## src/rtl/pattern_scan_pkg.sv

```systemverilog
// Shared encodings for the serial 10110 pattern scanner: detector states,
// controller states and the pattern length.
package pattern_scan_pkg;

    localparam int PAT_LEN = 5;

    typedef enum logic [2:0] {
        S0 = 3'b000,
        S1 = 3'b001,
        S2 = 3'b010,
        S3 = 3'b011,
        S4 = 3'b100
    } det_state_e;

    typedef enum logic [1:0] {
        IDLE  = 2'b00,
        SHIFT = 2'b01,
        DRAIN = 2'b10,
        DONE  = 2'b11
    } ctrl_state_e;

endpackage

```

## src/rtl/pattern_scan_ctrl_if.sv

```systemverilog
// Word-in / count-out handshake bundle of pattern_scan_ctrl; the slave modport
// is the scanner side, the master modport the producer/consumer side.
interface pattern_scan_ctrl_if #(
    parameter int WORD_W = 8,
    parameter int CNT_W  = 4
);
    logic              in_valid;
    logic              in_ready;
    logic [WORD_W-1:0] in_data;
    logic              flush;
    logic              out_valid;
    logic              out_ready;
    logic [CNT_W-1:0]  out_count;
    logic              out_hit;

    modport master (
        output in_valid, in_data, flush, out_ready,
        input  in_ready, out_valid, out_count, out_hit
    );

    modport slave (
        input  in_valid, in_data, flush, out_ready,
        output in_ready, out_valid, out_count, out_hit
    );
endinterface

```

## src/rtl/pattern_scan_ctrl_det_core.sv

```systemverilog
// Bit-serial 10110 detector: overlapping Mealy FSM with a registered match
// pulse that is forced low on any cycle the core is not enabled.
module pattern_det_core
    import pattern_scan_pkg::*;
(
    input  logic       clk,
    input  logic       reset,
    input  logic       en,
    input  logic       clr,
    input  logic       bit_in,
    output logic       match,
    output logic [2:0] state
);

    localparam det_state_e LAST_S = det_state_e'(3'(PAT_LEN - 1));

    det_state_e state_q;
    det_state_e state_d;
    logic       match_q;
    logic       match_d;

    // Next state and match; clear wins over enable
    always_comb begin
        state_d = state_q;
        match_d = 1'b0;
        if (clr) begin
            state_d = S0;
        end else if (en) begin
            match_d = (state_q == LAST_S) && !bit_in;
            case (state_q)
                S0:      state_d = bit_in ? S1 : S0;
                S1:      state_d = bit_in ? S1 : S2;
                S2:      state_d = bit_in ? S3 : S0;
                S3:      state_d = bit_in ? S4 : S2;
                S4:      state_d = bit_in ? S1 : S2;
                default: state_d = S0;
            endcase
        end else begin
            state_d = state_q;
        end
    end

    // State and match registers
    always_ff @(posedge clk or posedge reset) begin
        if (reset) begin
            state_q <= S0;
            match_q <= 1'b0;
        end else begin
            state_q <= state_d;
            match_q <= match_d;
        end
    end

    assign match = match_q;
    assign state = state_q;

endmodule

```

## src/rtl/pattern_scan_ctrl.sv

```systemverilog
// Word-to-bit sequencer around pattern_det_core, returning per-word match counts.
// Optional running total enabled by defining PATTERN_SCAN_TOTAL_EN.
module pattern_scan_ctrl
    import pattern_scan_pkg::*;
#(
    parameter int WORD_W = 8,
    parameter int CNT_W  = 4
) (
    input  logic                clk,
    input  logic                reset,
    pattern_scan_ctrl_if.slave  bus,
    output logic                busy,
    output logic [2:0]          det_state,
    output logic [15:0]         total_count
);

    localparam int BC_W = $clog2(WORD_W + 1);

    ctrl_state_e       state_q, state_d;
    logic [WORD_W-1:0] shreg_q, shreg_d;
    logic [BC_W-1:0]   bitcnt_q, bitcnt_d;
    logic [CNT_W-1:0]  cnt_q, cnt_d;
    logic [CNT_W-1:0]  out_count_q, out_count_d;
    logic              out_hit_q, out_hit_d;
    logic [CNT_W-1:0]  cnt_inc_s;
    logic              det_en_s;
    logic              det_clr_s;
    logic              det_bit_s;
    logic              det_match_s;

    function automatic logic [CNT_W-1:0] sat_inc(input logic [CNT_W-1:0] v, input logic inc);
        if (inc && (v != {CNT_W{1'b1}})) begin
            return v + CNT_W'(1);
        end else begin
            return v;
        end
    endfunction

    pattern_det_core u_core (
        .clk    (clk),
        .reset  (reset),
        .en     (det_en_s),
        .clr    (det_clr_s),
        .bit_in (det_bit_s),
        .match  (det_match_s),
        .state  (det_state)
    );

    assign cnt_inc_s = sat_inc(cnt_q, det_match_s);

    // Controller next state, datapath updates and detector controls
    always_comb begin
        state_d     = state_q;
        shreg_d     = shreg_q;
        bitcnt_d    = bitcnt_q;
        cnt_d       = cnt_q;
        out_count_d = out_count_q;
        out_hit_d   = out_hit_q;
        det_en_s    = 1'b0;
        det_clr_s   = 1'b0;
        det_bit_s   = shreg_q[WORD_W-1];
        case (state_q)
            IDLE: begin
                // Flush lands on the same edge as a load, so the first bit sees S0
                det_clr_s = bus.flush;
                if (bus.in_valid) begin
                    shreg_d  = bus.in_data;
                    bitcnt_d = BC_W'(WORD_W);
                    cnt_d    = {CNT_W{1'b0}};
                    state_d  = SHIFT;
                end else begin
                    state_d = IDLE;
                end
            end
            SHIFT: begin
                det_en_s = 1'b1;
                shreg_d  = shreg_q << 1;
                bitcnt_d = bitcnt_q - BC_W'(1);
                cnt_d    = cnt_inc_s;
                if (bitcnt_q == BC_W'(1)) begin
                    state_d = DRAIN;
                end else begin
                    state_d = SHIFT;
                end
            end
            DRAIN: begin
                cnt_d       = cnt_inc_s;
                out_count_d = cnt_inc_s;
                out_hit_d   = (cnt_inc_s != {CNT_W{1'b0}});
                state_d     = DONE;
            end
            DONE: begin
                if (bus.out_ready) begin
                    state_d = IDLE;
                end else begin
                    state_d = DONE;
                end
            end
            default: begin
                state_d = IDLE;
            end
        endcase
    end

    // Controller and datapath registers
    always_ff @(posedge clk or posedge reset) begin
        if (reset) begin
            state_q     <= IDLE;
            shreg_q     <= {WORD_W{1'b0}};
            bitcnt_q    <= {BC_W{1'b0}};
            cnt_q       <= {CNT_W{1'b0}};
            out_count_q <= {CNT_W{1'b0}};
            out_hit_q   <= 1'b0;
        end else begin
            state_q     <= state_d;
            shreg_q     <= shreg_d;
            bitcnt_q    <= bitcnt_d;
            cnt_q       <= cnt_d;
            out_count_q <= out_count_d;
            out_hit_q   <= out_hit_d;
        end
    end

    assign bus.in_ready  = (state_q == IDLE);
    assign bus.out_valid = (state_q == DONE);
    assign bus.out_count = out_count_q;
    assign bus.out_hit   = out_hit_q;
    assign busy          = (state_q != IDLE);

`ifdef PATTERN_SCAN_TOTAL_EN
    logic [15:0] total_q, total_d;

    // Saturating running total of every match; only reset clears it
    always_comb begin
        if (det_match_s && (total_q != 16'hFFFF)) begin
            total_d = total_q + 16'd1;
        end else begin
            total_d = total_q;
        end
    end

    // Running total register
    always_ff @(posedge clk or posedge reset) begin
        if (reset) begin
            total_q <= 16'h0000;
        end else begin
            total_q <= total_d;
        end
    end

    assign total_count = total_q;
`else
    assign total_count = 16'h0000;
`endif

endmodule

```

## src/flat_wrapper.sv

```systemverilog
// flat-port wrapper written by rule: the top's interface ports become plain ports
module pattern_scan_ctrl_flat import pattern_scan_pkg::*;
#(
    parameter int WORD_W = 8,
    parameter int CNT_W  = 4
)
  (clk, reset, busy, det_state, total_count, bus_in_valid, bus_in_data, bus_flush, bus_out_ready, bus_in_ready, bus_out_valid, bus_out_count, bus_out_hit);
  pattern_scan_ctrl_if #(.WORD_W(WORD_W), .CNT_W(CNT_W)) bus_i ();
  input  logic clk;
  input  logic reset;
  output logic busy;
  output logic [2:0] det_state;
  output logic [15:0] total_count;
  input wire logic [$bits(bus_i.in_valid)-1:0] bus_in_valid;
  input wire logic [$bits(bus_i.in_data)-1:0] bus_in_data;
  input wire logic [$bits(bus_i.flush)-1:0] bus_flush;
  input wire logic [$bits(bus_i.out_ready)-1:0] bus_out_ready;
  output wire logic [$bits(bus_i.in_ready)-1:0] bus_in_ready;
  output wire logic [$bits(bus_i.out_valid)-1:0] bus_out_valid;
  output wire logic [$bits(bus_i.out_count)-1:0] bus_out_count;
  output wire logic [$bits(bus_i.out_hit)-1:0] bus_out_hit;
  assign bus_i.in_valid = bus_in_valid;
  assign bus_i.in_data = bus_in_data;
  assign bus_i.flush = bus_flush;
  assign bus_i.out_ready = bus_out_ready;
  assign bus_in_ready = bus_i.in_ready;
  assign bus_out_valid = bus_i.out_valid;
  assign bus_out_count = bus_i.out_count;
  assign bus_out_hit = bus_i.out_hit;
  pattern_scan_ctrl #(.WORD_W(WORD_W), .CNT_W(CNT_W)) u_core (.clk(clk), .reset(reset), .bus(bus_i), .busy(busy), .det_state(det_state), .total_count(total_count));
endmodule
```

## config.mk

```make
export PLATFORM = sky130hd
export DESIGN_NAME = pattern_scan_ctrl_flat
export DESIGN_NICKNAME = d
export VERILOG_FILES = /design/src/rtl/pattern_scan_pkg.sv /design/src/rtl/pattern_scan_ctrl_if.sv /design/src/rtl/pattern_scan_ctrl_det_core.sv /design/src/rtl/pattern_scan_ctrl.sv /design/src/flat_wrapper.sv
export SDC_FILE = /design/constraint.sdc
export NUM_CORES = 1
export LEC_CHECK = 0
export ABC_AREA = 1
export BUFFER_PORTS_ARGS = -buffer_cell sky130_fd_sc_hd__buf_2
export CORE_MARGIN = 2
export CORE_UTILIZATION = 30
export CTS_CLUSTER_SIZE = 14
export DETAILED_ROUTE_END_ITERATION = 10
export GPL_ROUTABILITY_DRIVEN = 0
export GPL_TIMING_DRIVEN = 0
export PLACE_DENSITY_LB_ADDON = 0.08
export SYNTH_ARGS = -nofsm -noshare
export SYNTH_HDL_FRONTEND = slang
export SYNTH_SLANG_ARGS = --single-unit
export TNS_END_PERCENT = 5
```

## constraint.sdc

```tcl
create_clock -name clk -period 1.5 [get_ports clk]
set_input_delay 0.3 -clock clk [delete_from_list [all_inputs] [get_ports clk]]
set_output_delay 0.3 -clock clk [all_outputs]
set_load 0.01 [all_outputs]
```

### After elaboration in Yosys (flattened, before gate mapping)

Cells that the tools add are included.

| word-level totals | value |
|---|---|
| register bits | 27 |
| input port bits | 13 |
| logic and storage cells | 56 |

| cells by class | value |
|---|---|
| add/subtract/negate cells | 2 |
| eq/ne operators | 10 |
| multiplexer cells | 22 |
| reduce and logical (&&, ||, !) cells | 14 |

Operators by type and width:

| operator | count |
|---|---|
| $pmux 4 s2 | 2 |
| $pmux 8 s2 | 1 |
| $mux 4 | 3 |
| $pmux 3 s4 | 1 |
| $mux 3 | 3 |
| $mux 2 | 4 |
| $mux 8 | 1 |
| $pmux 2 s4 | 1 |
| $reduce_bool 2->1 | 4 |
| $eq 3x2->1 const B | 2 |
| $mux 1 | 6 |
| $add 4x1->4 const B | 1 |
| $eq 2x2->1 const B | 2 |
| $eq 4x1->1 const B | 1 |
| $ne 4x4->1 const B | 1 |
| $reduce_and 2->1 | 2 |
| $reduce_bool 4->1 | 1 |
| $reduce_or 2->1 | 2 |
| $sub 4x1->4 const B | 1 |
| $eq 3x1->1 const B | 1 |
| $eq 3x3->1 const B | 1 |
| $logic_not 3->1 | 1 |
| $eq 2x1->1 const B | 1 |
| $logic_and 1x1->1 | 2 |
| other kinds (3) | 3 |

### Longest topological paths before layout

| logic depth | value |
|---|---|
| word-level depth | 5 |
| gate-level depth with buffers | 8 |
| depth with buffers taken out | 8 |

### Cells and area by module

A second synthesis with hierarchy kept.

| unflattened totals | value |
|---|---|
| cells, all modules | 189 |
| area total of the unflattened synthesis | 1547.7 µm² |

Modules (own cells, without submodules):

| module | instances | cells an instance | area each (µm²) | sequential area each (µm²) |
|---|---|---|---|---|
| pattern_scan_ctrl | 1 | 162 | 1330.0 | 575.6 |
| pattern_det_core | 1 | 27 | 217.7 | 100.1 |

### Worst setup path after synthesis

Ideal clock, no wire load.

| timing | value |
|---|---|
| path type | register to register |
| from | register u_core.state_q[0] |
| to | register u_core.bitcnt_q[2] |
| library setup time | 0.123 ns |
| arrival time | 1.350 ns |
| data required time | 1.377 ns |
| path slack | 0.027 ns |
| stages on the path, launching flop included | 9 |
| period minus slack after synthesis | 1.473 ns |
| cells stage by stage | dfrtp_1 > inv_1 > ha_1 > nand2_1 > o21ai_2 > buf_4 > nand2_1 > o21ai_1 > a21oi_1 |

| on the way | value |
|---|---|
| cells in the longest elaborated chain, start to end | 3 |
| elaborated cells between the ends (all ways) | 6 |

Ends and longest elaborated chain:

| what | RTL line | source |
|---|---|---|
| from (decl) | pattern_scan_ctrl.sv:19 | `ctrl_state_e state_q, state_d;` |
| from (signal assigned) | pattern_scan_ctrl.sv:115 | `state_q <= state_d;` |
| $logic_not 2->1 * | - |  |
| via bus_in_ready | flat_wrapper.sv:18 | `output wire logic [$bits(bus_i.in_ready)-1:0] bus_in_ready;` |
| $ne 2x2->1 (no line) or $reduce_bool 2->1 (tied branches) | - |  |
| $reduce_and 2->1 (no line) | - |  |
| to (signal assigned) | pattern_scan_ctrl.sv:110 | `bitcnt_q <= {BC_W{1'b0}};` |
| to (signal assigned) | pattern_scan_ctrl.sv:117 | `bitcnt_q <= bitcnt_d;` |
| to (decl) | pattern_scan_ctrl.sv:21 | `logic [BC_W-1:0] bitcnt_q, bitcnt_d;` |

Mark *: on every way through the listed nets, which the timed path passes. The rest lies on a longest branch.
A chain may end at the register's enable or synchronous reset.

### Final worst setup path

| timing | value |
|---|---|
| from | register u_core.state_q[0] |
| to | output busy |

| on the way | value |
|---|---|
| cells in the longest elaborated chain, start to end | 1 |

Ends and longest elaborated chain:

| what | RTL line | source |
|---|---|---|
| $reduce_bool 2->1 | pattern_scan_ctrl.sv:128 | `assign busy = (state_q != IDLE);` |
| to (decl) | flat_wrapper.sv:11 | `output logic busy;` |

No other way between the ends.

==> impl_results.md <==
* Via density at 4.191
* Worst Hold Class: primary input to flip-flop
* Leakage power at around 0.00095 uW
* Synth top area cells: dfrtp_1, nand2_1, buf_4
* Worst Setup Slack, final at 0.04375 ns
* Initial drt markers at 31
* Fillers at between 500 and 600
* Startpoint types: flip-flop
* PD cells at approximately 1700 nW/um^2
* Total vias in the final route at around 1200
* Die H at 74.48 microns
* Critical path type: flip-flop to output port
* Routed Antenna Nets at 0
* Area leader, netlist: dfrtp_1
* Yosys top cell area share at between 40% and 50%
* Max Freq at 0.6867 GHz
* Slew Limit Fails at 0
* RSZ-0062 raised after global routing: true
* RR Endpoint: u_core.bitcnt_q[2]$_DFFE_PP0P_
* TritonCTS clock tree: done
* Worst path arrival time at between 1 and 1.5 ns
* Vias in the first global route at between 1000 and 1500
* Min-delay src: bus_in_data[0]
* Overflow after GRT at 0
* Rel. slew slack at between 20% and 30%
* Horiz. Die Dim at roughly 74 microns
* Synth Instances at ~180
* Sequential fraction of the synthesis area at between 40 and 50%
* CTS buffer count at 3
* WL/cell at 10.27 microns
* Netlist cell types at 24
* Syn Area/Cell at 8.233 sq um
* Antenna violations before repair at 0
* Die area at 5547 sq um
* DRC viols at 0
* Clock Latency Late Sink at about 0.27 ns
* Worst-path maximum fanout at 5
* First-pass GRT wire length at 5092 microns
* Starting density of the core at between 30% and 40%
* Final period util at between 90% and 100%
* Skew final at between 0.002 and 0.0025 ns
* Syn. warnings at 0
* Hold path cells at 2
* Synth Register Bits at 27
* IO Pins at 40
* Largest net degree at the start of global routing at 28
* Final Util at between 30% and 40%
* Max_cap viols at 0
* Layout cells sized above 1 at a little over a quarter
* Root Buffer: clkbuf_8
* CTS sink cnt at 27
* Worst Path Required at 1.20 ns
* Peak VDD IR at around 900 uV
* Post-Place Worst Slack at -0.1027 ns
* Setup TNS at 0 ns
* Max Buffers Root-to-Sink at 2
* CP Capture Type: output port
* Core area at between 4000 and 5000 sq um
* Final hold vios at 0
* Post-Syn Area at about 1500 sq um
* # placed instances at around 290
* Hold endpoint: u_core.shreg_q[0]$_DFFE_PP0P_
* Outcome: finished, final reports clean
* FF-to-FF path depth at 8
* # port buffers at 23
* Core Rows at 25
* Area grow syn2layout at 25.78%
* R2r startpoint: u_core.state_q[1]$_DFF_PP0_
* # diodes at 0
* Non-Filler Instances at roughly 290
* H-tree level count at 1
* CTS clk-pin slew, worst paths at approximately 0.090 ns
* Final #Nets at about 250
* Slew @ Worst Pin at approximately 1.1 ns
* Setup-failing EPs final at 0
* Pre-antenna DRT Iters at 4
* Flop2flop setup slack at ~0.09 ns
* Gr usage total at 11.90%
* Post-route minimum period at approximately 1.5 ns
* Wirelength, routed at ~3000 microns
* HPWL after detailed placement at ~2300 microns
## metal layers
metal	track usage [%]	routed length (microns)
met1	14.81	1420
met3	3.117	129
met2	21.14	1436
met5	0	0
met4	1.786	22
## state kept, by name, indices dropped and copies added (netlist names)
name                  flops
u_core.bitcnt_q           4
u_core.shreg_q            8
u_core.bus.out_hit        1
u_core.cnt_q              4
u_core.bus.out_count      4
u_core.u_core.match       1
u_core.state_q            2
u_core.u_core.state       3
## metrics by stage
stage	hold WS, ns	area, sq um	power, uW
floorplan	0.3527	1546	2204
global placement	0.4626	1745	2588
detailed placement	0.4669	1745	2589
CTS	0.2590	1824	3105
global route	0.2673	1874	3522
finish	0.2591	1874	3216
## cell usage in the layout, fill, tap and decap left out, types with 4 or more instances in the layout
cell type,Yosys,routed
nand2_1,41,38
dfrtp_1,27,26
buf_2,1,23
buf_4,18,19
inv_1,20,17
conb_1,1,16
nor2_1,14,14
nand3_1,11,11
a31oi_1,8,8
o21ai_0,7,6
a21oi_1,6,6
ha_1,8,5
inv_2,2,4
o22ai_1,4,4
## power breakdown
group | internal, uW | leakage, uW | switching, uW | total, uW
clock | 190 | 0.0000228 | 224 | 414
sequential | 972 | 0.000341 | 169 | 1140
combinational | 708 | 0.000591 | 953 | 1660
total | 1870 | 0.000955 | 1350 | 3220
## cells by family after synthesis
family,after synthesis,share of synthesized area (%)
fa+ha+maj,8,6.717
buf+inv,41,14.95
flops,27,45.34
compound gates,32,12.76
simple gates,72,19.98
other cells,1,0.2516
## layout make-up
cell class                 instances  area (sq um)  area share, %
multi-input combinational        128         683.2          36.45
tap                               67         83.83          4.473
buffer                            19         143.9          7.677
timing repair buffer              26         156.4          8.344
clock buffer                       4         45.04          2.403
sequential                        27         676.9          36.11
inverter                          22         85.08          4.539
## worst max-delay path, cell delays in order (launching register included)
cell and delay (ns):
dfrtp_2 0.45, inv_2 0.09, ha_4 0.17, inv_2 0.06, buf_6 0.11
## synthesized netlist by cell type, drive strengths merged
cell	count
nor4	1
inv	22
nor3	1
a31oi	8
o21bai	1
and2	1
conb	1
o21a	1
nand4	3
ha	8
nand2	41
o21ai	10
o211ai	1
a21oi	6
o22ai	4
nor2	14
buf	19
a22o	1
dfrtp	27
nand3	11
## how the worst max path moves through the flow
stage	from	endpoint	cells past startpoint
6_report	u_core.state_q[0]$_DFF_PP0_	busy	4
5_1_grt	u_core.state_q[0]$_DFF_PP0_	busy	4
4_1_cts	u_core.state_q[1]$_DFF_PP0_	u_core.bitcnt_q[2]$_DFFE_PP0P_	8
3_5_place_dp	u_core.state_q[0]$_DFF_PP0_	u_core.bitcnt_q[2]$_DFFE_PP0P_	8
3_3_place_gp	u_core.state_q[0]$_DFF_PP0_	u_core.bitcnt_q[2]$_DFFE_PP0P_	8
2_1_floorplan	u_core.state_q[0]$_DFF_PP0_	u_core.bitcnt_q[2]$_DFFE_PP0P_	8
## repair_timing
| action | CTS | global route |
|---|---|---|
| endpoints found under the setup margin | 17 | 14 |
| setup buffers | 2 | 1 |
| gates resized for setup | 6 | 10 |
| hold buffers | 0 | 0 |
Note: power is estimated with default switching activity, not from simulation.
